===== src/rtl/ksa_engine.sv =====
// ksa_engine: RC4 key-scheduling engine driving a single-port S-box RAM.
// Optional identity fill, then one KSA swap pass; i==j swaps are skipped.
module ksa_engine #(
    parameter int unsigned ADDR_W    = 8,
    parameter int unsigned KEY_BYTES = 3,
    parameter int unsigned RD_LAT    = 2
) (
    input  logic                   clk,
    input  logic                   reset,
    input  logic                   start,
    input  logic                   init_en,
    input  logic                   abort,
    input  logic [8*KEY_BYTES-1:0] key,
    input  logic [ADDR_W-1:0]      data_read,
    output logic [ADDR_W-1:0]      address,
    output logic [ADDR_W-1:0]      data,
    output logic                   wren,
    output logic                   busy,
    output logic                   done
);
    localparam int unsigned KW = (KEY_BYTES > 1) ? $clog2(KEY_BYTES) : 1;
    localparam int unsigned LW = (RD_LAT > 1) ? $clog2(RD_LAT) : 1;
    localparam logic [KW-1:0]     K_LAST = KW'(KEY_BYTES - 1);
    localparam logic [LW-1:0]     L_LAST = LW'(RD_LAT - 1);
    localparam logic [ADDR_W:0]   I_ONE  = (ADDR_W + 1)'(1);

    localparam logic [3:0] S_IDLE    = 4'd0;
    localparam logic [3:0] S_INIT_WR = 4'd1;
    localparam logic [3:0] S_RD_I    = 4'd2;
    localparam logic [3:0] S_WAIT_I  = 4'd3;
    localparam logic [3:0] S_CAP_I   = 4'd4;
    localparam logic [3:0] S_SKIP    = 4'd5;
    localparam logic [3:0] S_RD_J    = 4'd6;
    localparam logic [3:0] S_WAIT_J  = 4'd7;
    localparam logic [3:0] S_CAP_J   = 4'd8;
    localparam logic [3:0] S_WR_I    = 4'd9;
    localparam logic [3:0] S_WR_J    = 4'd10;
    localparam logic [3:0] S_DONE    = 4'd11;

    logic [3:0]             state_q, state_d;
    logic [ADDR_W:0]        i_q, i_d;
    logic [ADDR_W-1:0]      j_q, j_d;
    logic [ADDR_W-1:0]      si_q, si_d;
    logic [ADDR_W-1:0]      addr_q, addr_d;
    logic [ADDR_W-1:0]      data_q, data_d;
    logic [KW-1:0]          k_q, k_d;
    logic [LW-1:0]          lat_q, lat_d;
    logic [8*KEY_BYTES-1:0] key_q, key_d;
    logic                   wren_q, wren_d;
    logic                   busy_q, busy_d;
    logic                   done_q, done_d;

    logic [7:0]        key_byte8;
    logic [ADDR_W-1:0] key_byte;
    logic [ADDR_W-1:0] j_sum;
    logic [ADDR_W:0]   i_inc;
    logic [KW-1:0]     k_inc;
    logic              run_state;
    logic              advance;

    always_comb begin
        key_byte8 = '0;
        for (int unsigned b = 0; b < KEY_BYTES; b++) begin
            if (k_q == KW'(b)) key_byte8 = key_q[8*(KEY_BYTES-b)-1 -: 8];
        end
        key_byte  = ADDR_W'(key_byte8);
        j_sum     = j_q + data_read + key_byte;
        i_inc     = i_q + I_ONE;
        k_inc     = (k_q == K_LAST) ? '0 : k_q + KW'(1);
        run_state = (state_q != S_IDLE) && (state_q != S_DONE);
    end

    // Outputs are registered with the values of the state being entered,
    // so address/data/wren on the ports always describe the current state.
    always_comb begin
        state_d = state_q;
        i_d     = i_q;
        j_d     = j_q;
        k_d     = k_q;
        si_d    = si_q;
        lat_d   = lat_q;
        key_d   = key_q;
        addr_d  = addr_q;
        data_d  = data_q;
        wren_d  = 1'b0;
        busy_d  = busy_q;
        done_d  = done_q;
        advance = 1'b0;

        case (state_q)
            S_IDLE, S_DONE: begin
                if (start && !abort) begin
                    key_d  = key;
                    i_d    = '0;
                    j_d    = '0;
                    k_d    = '0;
                    done_d = 1'b0;
                    busy_d = 1'b1;
                    addr_d = '0;
                    if (init_en) begin
                        state_d = S_INIT_WR;
                        data_d  = '0;
                        wren_d  = 1'b1;
                    end else begin
                        state_d = S_RD_I;
                    end
                end
            end
            S_INIT_WR: begin
                if (i_inc[ADDR_W]) begin
                    i_d     = '0;
                    addr_d  = '0;
                    state_d = S_RD_I;
                end else begin
                    i_d    = i_inc;
                    addr_d = i_inc[ADDR_W-1:0];
                    data_d = i_inc[ADDR_W-1:0];
                    wren_d = 1'b1;
                end
            end
            S_RD_I: begin
                lat_d   = '0;
                state_d = S_WAIT_I;
            end
            S_WAIT_I: begin
                if (lat_q == L_LAST) state_d = S_CAP_I;
                else                 lat_d   = lat_q + LW'(1);
            end
            S_CAP_I: begin
                si_d = data_read;
                j_d  = j_sum;
                if (j_sum == i_q[ADDR_W-1:0]) begin
                    state_d = S_SKIP;
                end else begin
                    addr_d  = j_sum;
                    state_d = S_RD_J;
                end
            end
            S_SKIP: advance = 1'b1;
            S_RD_J: begin
                lat_d   = '0;
                state_d = S_WAIT_J;
            end
            S_WAIT_J: begin
                if (lat_q == L_LAST) state_d = S_CAP_J;
                else                 lat_d   = lat_q + LW'(1);
            end
            S_CAP_J: begin
                addr_d  = i_q[ADDR_W-1:0];
                data_d  = data_read;
                wren_d  = 1'b1;
                state_d = S_WR_I;
            end
            S_WR_I: begin
                addr_d  = j_q;
                data_d  = si_q;
                wren_d  = 1'b1;
                state_d = S_WR_J;
            end
            S_WR_J: advance = 1'b1;
            default: begin
                state_d = S_IDLE;
                busy_d  = 1'b0;
            end
        endcase

        if (advance) begin
            k_d = k_inc;
            if (i_inc[ADDR_W]) begin
                i_d     = '0;
                busy_d  = 1'b0;
                done_d  = 1'b1;
                state_d = S_DONE;
            end else begin
                i_d     = i_inc;
                addr_d  = i_inc[ADDR_W-1:0];
                state_d = S_RD_I;
            end
        end

        // Abort only cancels what follows; a write already on the port completes.
        if (abort && run_state) begin
            state_d = S_IDLE;
            addr_d  = addr_q;
            data_d  = data_q;
            wren_d  = 1'b0;
            busy_d  = 1'b0;
            done_d  = 1'b0;
        end
    end

    always_ff @(posedge clk) begin
        if (reset) begin
            state_q <= S_IDLE;
            i_q     <= '0;
            j_q     <= '0;
            k_q     <= '0;
            si_q    <= '0;
            lat_q   <= '0;
            key_q   <= '0;
            addr_q  <= '0;
            data_q  <= '0;
            wren_q  <= 1'b0;
            busy_q  <= 1'b0;
            done_q  <= 1'b0;
        end else begin
            state_q <= state_d;
            i_q     <= i_d;
            j_q     <= j_d;
            k_q     <= k_d;
            si_q    <= si_d;
            lat_q   <= lat_d;
            key_q   <= key_d;
            addr_q  <= addr_d;
            data_q  <= data_d;
            wren_q  <= wren_d;
            busy_q  <= busy_d;
            done_q  <= done_d;
        end
    end

    assign address = addr_q;
    assign data    = data_q;
    assign wren    = wren_q;
    assign busy    = busy_q;
    assign done    = done_q;
endmodule


===== config.mk =====
export PLATFORM = sky130hd
export DESIGN_NAME = ksa_engine
export DESIGN_NICKNAME = d
export VERILOG_FILES = /design/src/rtl/ksa_engine.sv
export SDC_FILE = /design/constraint.sdc
export NUM_CORES = 1
export LEC_CHECK = 0
export ABC_AREA = 1
export BUFFER_PORTS_ARGS = -buffer_cell sky130_fd_sc_hd__buf_2
export CAP_MARGIN = 20
export CORE_ASPECT_RATIO = 1.75
export CORE_MARGIN = 4
export CORE_UTILIZATION = 25
export CTS_CLUSTER_SIZE = 8
export DETAILED_ROUTE_END_ITERATION = 6
export SYNTH_ARGS = -nofsm -noshare
export SYNTH_HDL_FRONTEND = slang
export SYNTH_SLANG_ARGS = --single-unit

===== constraint.sdc =====
create_clock -name clk -period 6.67 [get_ports clk]
set_input_delay 0.3335 -clock clk [delete_from_list [all_inputs] [get_ports clk]]
set_output_delay 0.3335 -clock clk [all_outputs]
set_load 0.005 [all_outputs]

==> results of run 1 <==
## flip-flops by register name, summed over array words and instances (netlist names)
| name | cells |
|---|---|
| k_q | 2 |
| address | 8 |
| j_q | 8 |
| data | 8 |
| done | 1 |
| i_q | 8 |
| si_q | 8 |
| key_q | 24 |
| wren | 1 |
| lat_q | 1 |
| state_q | 4 |
| busy | 1 |
## report_power, final
group | internal (mW) | switching (mW) | leakage, nW
Combinational | 0.229 | 0.473 | 1.51
Sequential | 0.519 | 0.0609 | 0.602
Clock | 0.377 | 0.197 | 0.173
Total | 1.13 | 0.731 | 2.29
## area by class of cell
class,instances,area [um^2],area share [%]
sequential,74,1480,28.1
clock buffer,10,239,4.53
timing repair buffer,57,290,5.50
tap,231,289,5.48
clock inverter,6,113,2.14
multi-input combinational,484,2570,48.8
inverter,77,290,5.50
## cell families after synthesis
family	share of synthesized area (%)
simple gates	34.3
compound gates	16.5
flops	33.4
xor+xnor	1.58
fa+ha+maj	5.58
buf+inv	8.73
## placed cells by master, fill, tap and decap left out, types with 9 or more instances in the layout
master,n
nand2_1,148
nor2_1,82
dfxtp_1,74
inv_1,63
a21oi_1,57
buf_2,55
o21ai_0,52
nand3_1,44
inv_2,13
nand4_1,13
nor2_2,9
clkbuf_16,9
## path summary, 6_finish.rpt
check / depth (start not counted) / slack, ps / end / start
worst max-delay path: 18 / 3030 / address[6] / k_q[0]
worst min-delay path: 3 / 220 / key_q[3] / key[3]
worst max register to register: 18 / 3030 / address[6] / k_q[0]
worst min register to register: 2 / 450 / si_q[1] / si_q[1]
## per-stage QoR
stage / cell area (um^2) / worst slack, ps
after floorplan: 4440 / 3450
after CTS: 5270 / 3050
after global placement: 4920 / 3140
final: 5270 / 3030
after global routing: 5270 / 2680
after detailed placement: 4920 / 3050
## critical path, delay by kind of cell, from the launching register on
family,cells,cell delay (ps)
flip-flops,1,380
XOR/XNOR,1,150
AO/OA/AOI/OAI,2,260
buffers and inverters,2,190
AND/OR/NAND/NOR,10,1440
adder cells (fa/ha/maj),3,1110
## layer usage
layer	wire length, um	track usage [%]	part of all wire (%)
met1	5340	15.7	37
met2	7510	26.7	52
met3	532	2.70	3.7
met4	1000	11.1	7.0
met5	0	0	0
==> flow_metrics.py, run 1 <==
metrics = {
    "status": {
        "run_status": "completed",
    },
    "placement": {
        "dp.cells": 923,
        "routabilityCongestion": 0.916,
        "numPortBuffers": 55,
        "place_hpwl_mm": 11.5,
    },
    "critical_path": {
        "critPathMostFrequentCell": "nand3_1",
        "crit_path_cell_trace": "inv_1 -> nor2_1 -> nand2_1 -> nand3_1 -> fa_1 -> ha_1 -> inv_1 -> fa_1 -> xor2_1 -> nand3_1 -> nor2_1 -> nand3_2 -> nor2_4 -> nand4_4 -> a21oi_1 -> nand3_1 -> nand2_1 -> a21oi_1",
        "critPathCaptureType": "register",
        "worst_ep_arrival_time_ps": 3870,
        "crit_type": "register to register",
        "slowest_stage": "fa_1",
        "startpoint_type": "register",
        "cp_max_fo": 10,
        "cpPeakStageDelay_ps": 430,
        "cp.required_ps": 6900,
    },
    "timing": {
        "rsz0062_at_grt": "false",
        "finalCriticalPeriod_ps": 3640,
        "finalCritPeriodShare_pct": 54.6,
        "hold_viol": 0,
        "holdWs_ps": 216,
        "fin_worst_skew_ps": 3.84,
        "finalSetupViolCount": 0,
        "max_freq_mhz": 275,
        "setup_tns_ps": 0,
        "drv_slew": 0,
        "worst_slew_pin_slew_ps": 841,
        "slew_headroom_pct": 43.8,
    },
    "drt": {
        "postRouteAntennaNets": 0,
        "drtIter0Drc": 330,
        "drc_errors": 0,
        "wl_per_cell_um": 15.3,
        "drt_wl_total_mm": 14.4,
        "viasPerCell": 4.76,
        "num_vias": 4474,
        "firstDrtPassIters": 5,
    },
    "synth": {
        "synth_fp_nets": 709,
        "yosysTopAreaCellShare_pct": 33.4,
        "synth_top_area_cell": "dfxtp_1",
        "post_synth_inst_count": 657,
        "synth-seq-cells": 74,
        "seq_area_frac_synth_pct": 33.4,
        "ys_types": 40,
        "yosysWarnings": 0,
        "yosys-top-cells-count": "nand2_1, nor2_1, dfxtp_1",
        "synth.most_common_cell": "nand2_1",
        "synth_area_um2": 4440,
        "synthTopCellsByArea": "dfxtp_1, nand2_1, nor2_1",
        "synth_edf_count": 0,
        "asyncSetResetFlopFracSynth_pct": 0,
        "avgSynthCellArea_um2": 6.76,
        "synth_ff_type": "dfxtp_1",
    },
    "grt": {
        "grt_antenna_before_repair": 0,
        "grt_pass1_wl_mm": 23.3,
        "grt.total_usage_pct": 15.1,
        "grt_max_degree": 29,
        "grt-ovfl-total": 0,
        "grt_pass1_vias": 4510,
    },
    "cells_and_area": {
        "fin_cells": 939,
        "drive_gt1_share_pct": 16.9,
        "area_growth_pct": 18.8,
        "diodes": 0,
        "fillers": 2027,
        "nets": 755,
        "post-route-util_pct": 30.2,
    },
    "power_and_ir_drop": {
        "p_leak_nw": 2.29,
        "powerDensity_nw_per_um2": 352,
        "ir_drop_v": 0.000169,
        "power.total_mw": 1.86,
    },
    "floorplan": {
        "fp.dieH_um": 184,
        "die_w_um": 109,
        "rows": 64,
        "die-area_um2": 20000,
        "initial_core_util_pct": 25.4,
        "io_pins": 56,
        "core-area_um2": 17500,
    },
    "cts": {
        "cts_buffer_depth": 2,
        "clk_pin_slew_worst_paths_ps": 60,
        "cts_tree": "done",
        "cts.repair.resized": 0,
        "cts_root_buf": "clkbuf_16",
        "post_cts_buffers": 0,
        "insertion_delay_ps": 340,
        "cts_hold_buf": 0,
        "h-tree-depth": 3,
        "cts.sinks": 74,
        "cts_buffers": 9,
    },
    "hold_path": {
        "worstHoldPathType": "input pin to register",
    },
    "job": {
        "cap_violations": 0,
    },
}
(Power assumes the default switching activity.)
==> run 2, diff against run 1 <==
--- a/config.mk
+++ b/config.mk
@@ -5,7 +5,7 @@
 export SDC_FILE = /design/constraint.sdc
 export NUM_CORES = 1
 export LEC_CHECK = 0
-export ABC_AREA = 1
+export ABC_AREA = 0
 export BUFFER_PORTS_ARGS = -buffer_cell sky130_fd_sc_hd__buf_2
 export CAP_MARGIN = 20
 export CORE_ASPECT_RATIO = 1.75
==> constraint.sdc (replaced) <==
create_clock -name clk -period 3.1 [get_ports clk]
set_input_delay 0.155 -clock clk [delete_from_list [all_inputs] [get_ports clk]]
set_output_delay 0.155 -clock clk [all_outputs]
set_load 0.005 [all_outputs]
==> run 2 against run 1 <==
Against the previous run: the flow now finishes with violations (negative setup slack); synthesized area is 0.39% lower; die area is 0.37% lower; design area is 7.9% higher; clock power is 88% higher; non-clock buffer count is 55 higher; sequential share of layout area is 2.0 points lower; first-iteration DRC count is 7.0% lower; via count is 1.8% lower; wire length is 0.51% lower; sequential cell count stayed put; register-to-register slack worse by 3300 ps; largest power group unchanged.
==> flow_metrics.py, run 2 <==
metrics = {
    "status": {
        "run_status": "finished with violations",
        "violations": "negative setup slack",
    },
    "critical_path": {
        "cp_max_fo": 5,
        "critPathCaptureType": "register",
        "crit_type": "register to register",
        "startpoint_type": "register",
        "worst_ep_arrival_time_ps": 3550,
        "crit_path_cell_trace": "mux2i_1 -> o22ai_1 -> fa_1 -> ha_2 -> inv_2 -> fa_2 -> nor2b_4 -> o22ai_2 -> xnor3_1 -> nor3_4 -> and3_1 -> nor4_1 -> or4_1",
        "cpLargestDelayFamily": "simple AND/OR/NAND/NOR gates",
        "cpPeakStageDelay_ps": 500,
        "cp.required_ps": 3320,
        "critPathBufInv": 1,
        "slowest_stage": "fa_1",
    },
    "grt": {
        "grt_pass1_wl_mm": 22.4,
        "grt.total_usage_pct": 14.5,
        "grt-ovfl-total": 0,
        "grt_pass1_vias": 4244,
        "grt_max_degree": 65,
        "grt_antenna_before_repair": 0,
    },
    "cells_and_area": {
        "design_area_um2": 5690,
        "final_cell_mix": "nand2_1, dfxtp_1, a21oi_1, buf_2, buf_4",
        "nets": 699,
        "largest_register": "key_q",
        "multi_input_area_um2": 2830,
        "fillers": 1971,
        "diodes": 0,
        "largest_reg_flops": 24,
        "drive_gt1_share_pct": 24.8,
        "layout_commonest_cell": "nand2_1",
        "regArea_um2": 1490,
        "area_growth_pct": 28.7,
    },
    "synth": {
        "post_synth_inst_count": 563,
        "yosysTopAreaCellShare_pct": 33.5,
        "synth.most_common_cell": "nand2_1",
        "synth_ff_type": "dfxtp_1",
        "synth_fp_nets": 615,
        "synth_area_um2": 4420,
        "synth_top_area_cell": "dfxtp_1",
        "seq_area_frac_synth_pct": 33.5,
        "ys_types": 67,
        "yosysWarnings": 0,
        "synth_edf_count": 0,
        "avgSynthCellArea_um2": 7.86,
        "yosys-top-cells-count": "nand2_1, dfxtp_1, a21oi_1",
        "asyncSetResetFlopFracSynth_pct": 0,
        "synth-seq-cells": 74,
        "synthTopCellsByArea": "dfxtp_1, nand2_1, a21oi_1",
    },
    "timing": {
        "max_freq_mhz": 300,
        "setup_tns_ps": -1300,
        "hold_viol": 0,
        "holdWs_ps": 49.5,
        "finalCriticalPeriod_ps": 3330,
        "finalSetupViolCount": 10,
        "rsz0062_at_grt": "true",
        "setup_slack_ps": -231,
        "worst_slew_pin_slew_ps": 762,
        "drv_slew": 0,
        "slew_headroom_pct": 48.9,
        "fin_worst_skew_ps": 9.68,
        "finalCritPeriodShare_pct": 107,
    },
    "drt": {
        "drc_errors": 0,
        "wl_met3_um": 694,
        "num_vias": 4393,
        "wl_per_cell_um": 16.2,
        "postRouteAntennaNets": 0,
        "firstDrtPassIters": 5,
        "route.met2.wl_mm": 7.34,
        "drtIter0Drc": 307,
        "drt_wl_total_mm": 14.3,
        "viasPerCell": 4.98,
        "wl_met1_mm": 5.43,
        "routed.top_layer": "met4",
    },
    "floorplan": {
        "initial_core_util_pct": 25.3,
        "io_pins": 56,
        "rows": 64,
        "core-area_um2": 17500,
        "die-area_um2": 20000,
        "die_w_um": 109,
        "fp.dieH_um": 184,
    },
    "placement": {
        "numPortBuffers": 55,
        "routabilityCongestion": 0.885,
        "pre_cts_ws_ps": -391,
        "place_hpwl_mm": 11.0,
        "placed_area_um2": 5280,
    },
    "cts": {
        "cts_buffer_depth": 2,
        "insertion_delay_ps": 340,
        "cts_buffers": 9,
        "cts_tree": "done",
        "clk_pin_slew_worst_paths_ps": 60,
        "cts.sinks": 74,
        "h-tree-depth": 3,
        "cts_root_buf": "clkbuf_16",
    },
    "power_and_ir_drop": {
        "ir_drop_v": 0.000347,
        "p_leak_nw": 2.19,
        "powerDensity_nw_per_um2": 593,
    },
    "job": {
        "cap_violations": 0,
    },
    "hold_path": {
        "worstHoldPathType": "input pin to register",
    },
}
==> run 2: changes by cell type after synthesis, sizes merged, moves of 10 or more <==
cell / change
nand4: -12
xnor2: +10
mux2i: +19
nor2: -52
inv: -63
nand2: -45
o21ai: -31
nand3: -34
a21oi: +10
clkbuf: +16
==> run 2: area by class of cell <==
cell class	instances	share of cell area, %
timing repair buffer	112	12.8
sequential	74	26.1
inverter	13	0.857
clock buffer	10	4.20
clock inverter	6	1.16
multi-input combinational	437	49.8
tap	231	5.08
==> run 2: path summary, 6_finish.rpt <==
check | end | from | cells after the start | slack, ps
setup / recovery | address[7] | k_q[0] | 13 | -230
hold / removal | key_q[10] | key[10] | 3 | 50
setup reg to reg | address[7] | k_q[0] | 13 | -230
hold reg to reg | data[1] | data[1] | 2 | 450
==> run 2: where the power goes <==
| part | internal [mW] | total [mW] | switching [mW] |
|---|---|---|---|
| Sequential | 1.03 | 1.12 | 0.0833 |
| Clock | 0.645 | 1.08 | 0.436 |
| Combinational | 0.503 | 1.18 | 0.675 |
| Total | 2.18 | 3.38 | 1.19 |
==> run 2: timing repair <==
item                       4_1_cts  5_1_grt
resized for setup               12        9
setup buffers                    3        1
setup endpoints to repair       11       11
pin swaps                        8        5
hold buffers                     0        0
==> run 2: layer usage <==
layer | global-route usage, % | up-vias
li1 | - | 2162
met1 | 15.5 | 2031
met2 | 25.9 | 154
met3 | 2.78 | 46
met4 | 8.70 | 0
met5 | 0 | -
==> run 2: cells by family after synthesis <==
group	count (synthesis)	synth area share [%]
XOR/XNOR	21	5.29
multiplexers	22	5.06
buffers and inverters	52	4.89
adder cells (fa/ha/maj)	15	5.60
flip-flops	74	33.5
AND/OR/NAND/NOR	220	23.2
AO/OA/AOI/OAI	159	22.5
==> run 2: worst reg2reg max path, delay by kind of cell (launching register included) <==
family          cells  cell delay [ps]
compound gates      2              200
fa+ha+maj           3             1070
buf+inv             1               40
xor+xnor            1              230
flops               1              390
simple gates        5             1080
mux                 1              200
==> run 2: through the flow <==
step	util, %	power, mW	instances
finish	32.6	3.38	883
CTS	32.4	3.38	882
global route	32.6	3.55	883
detailed placement	30.2	2.27	864
floorplan	-	1.86	563
global placement	30.2	2.27	864
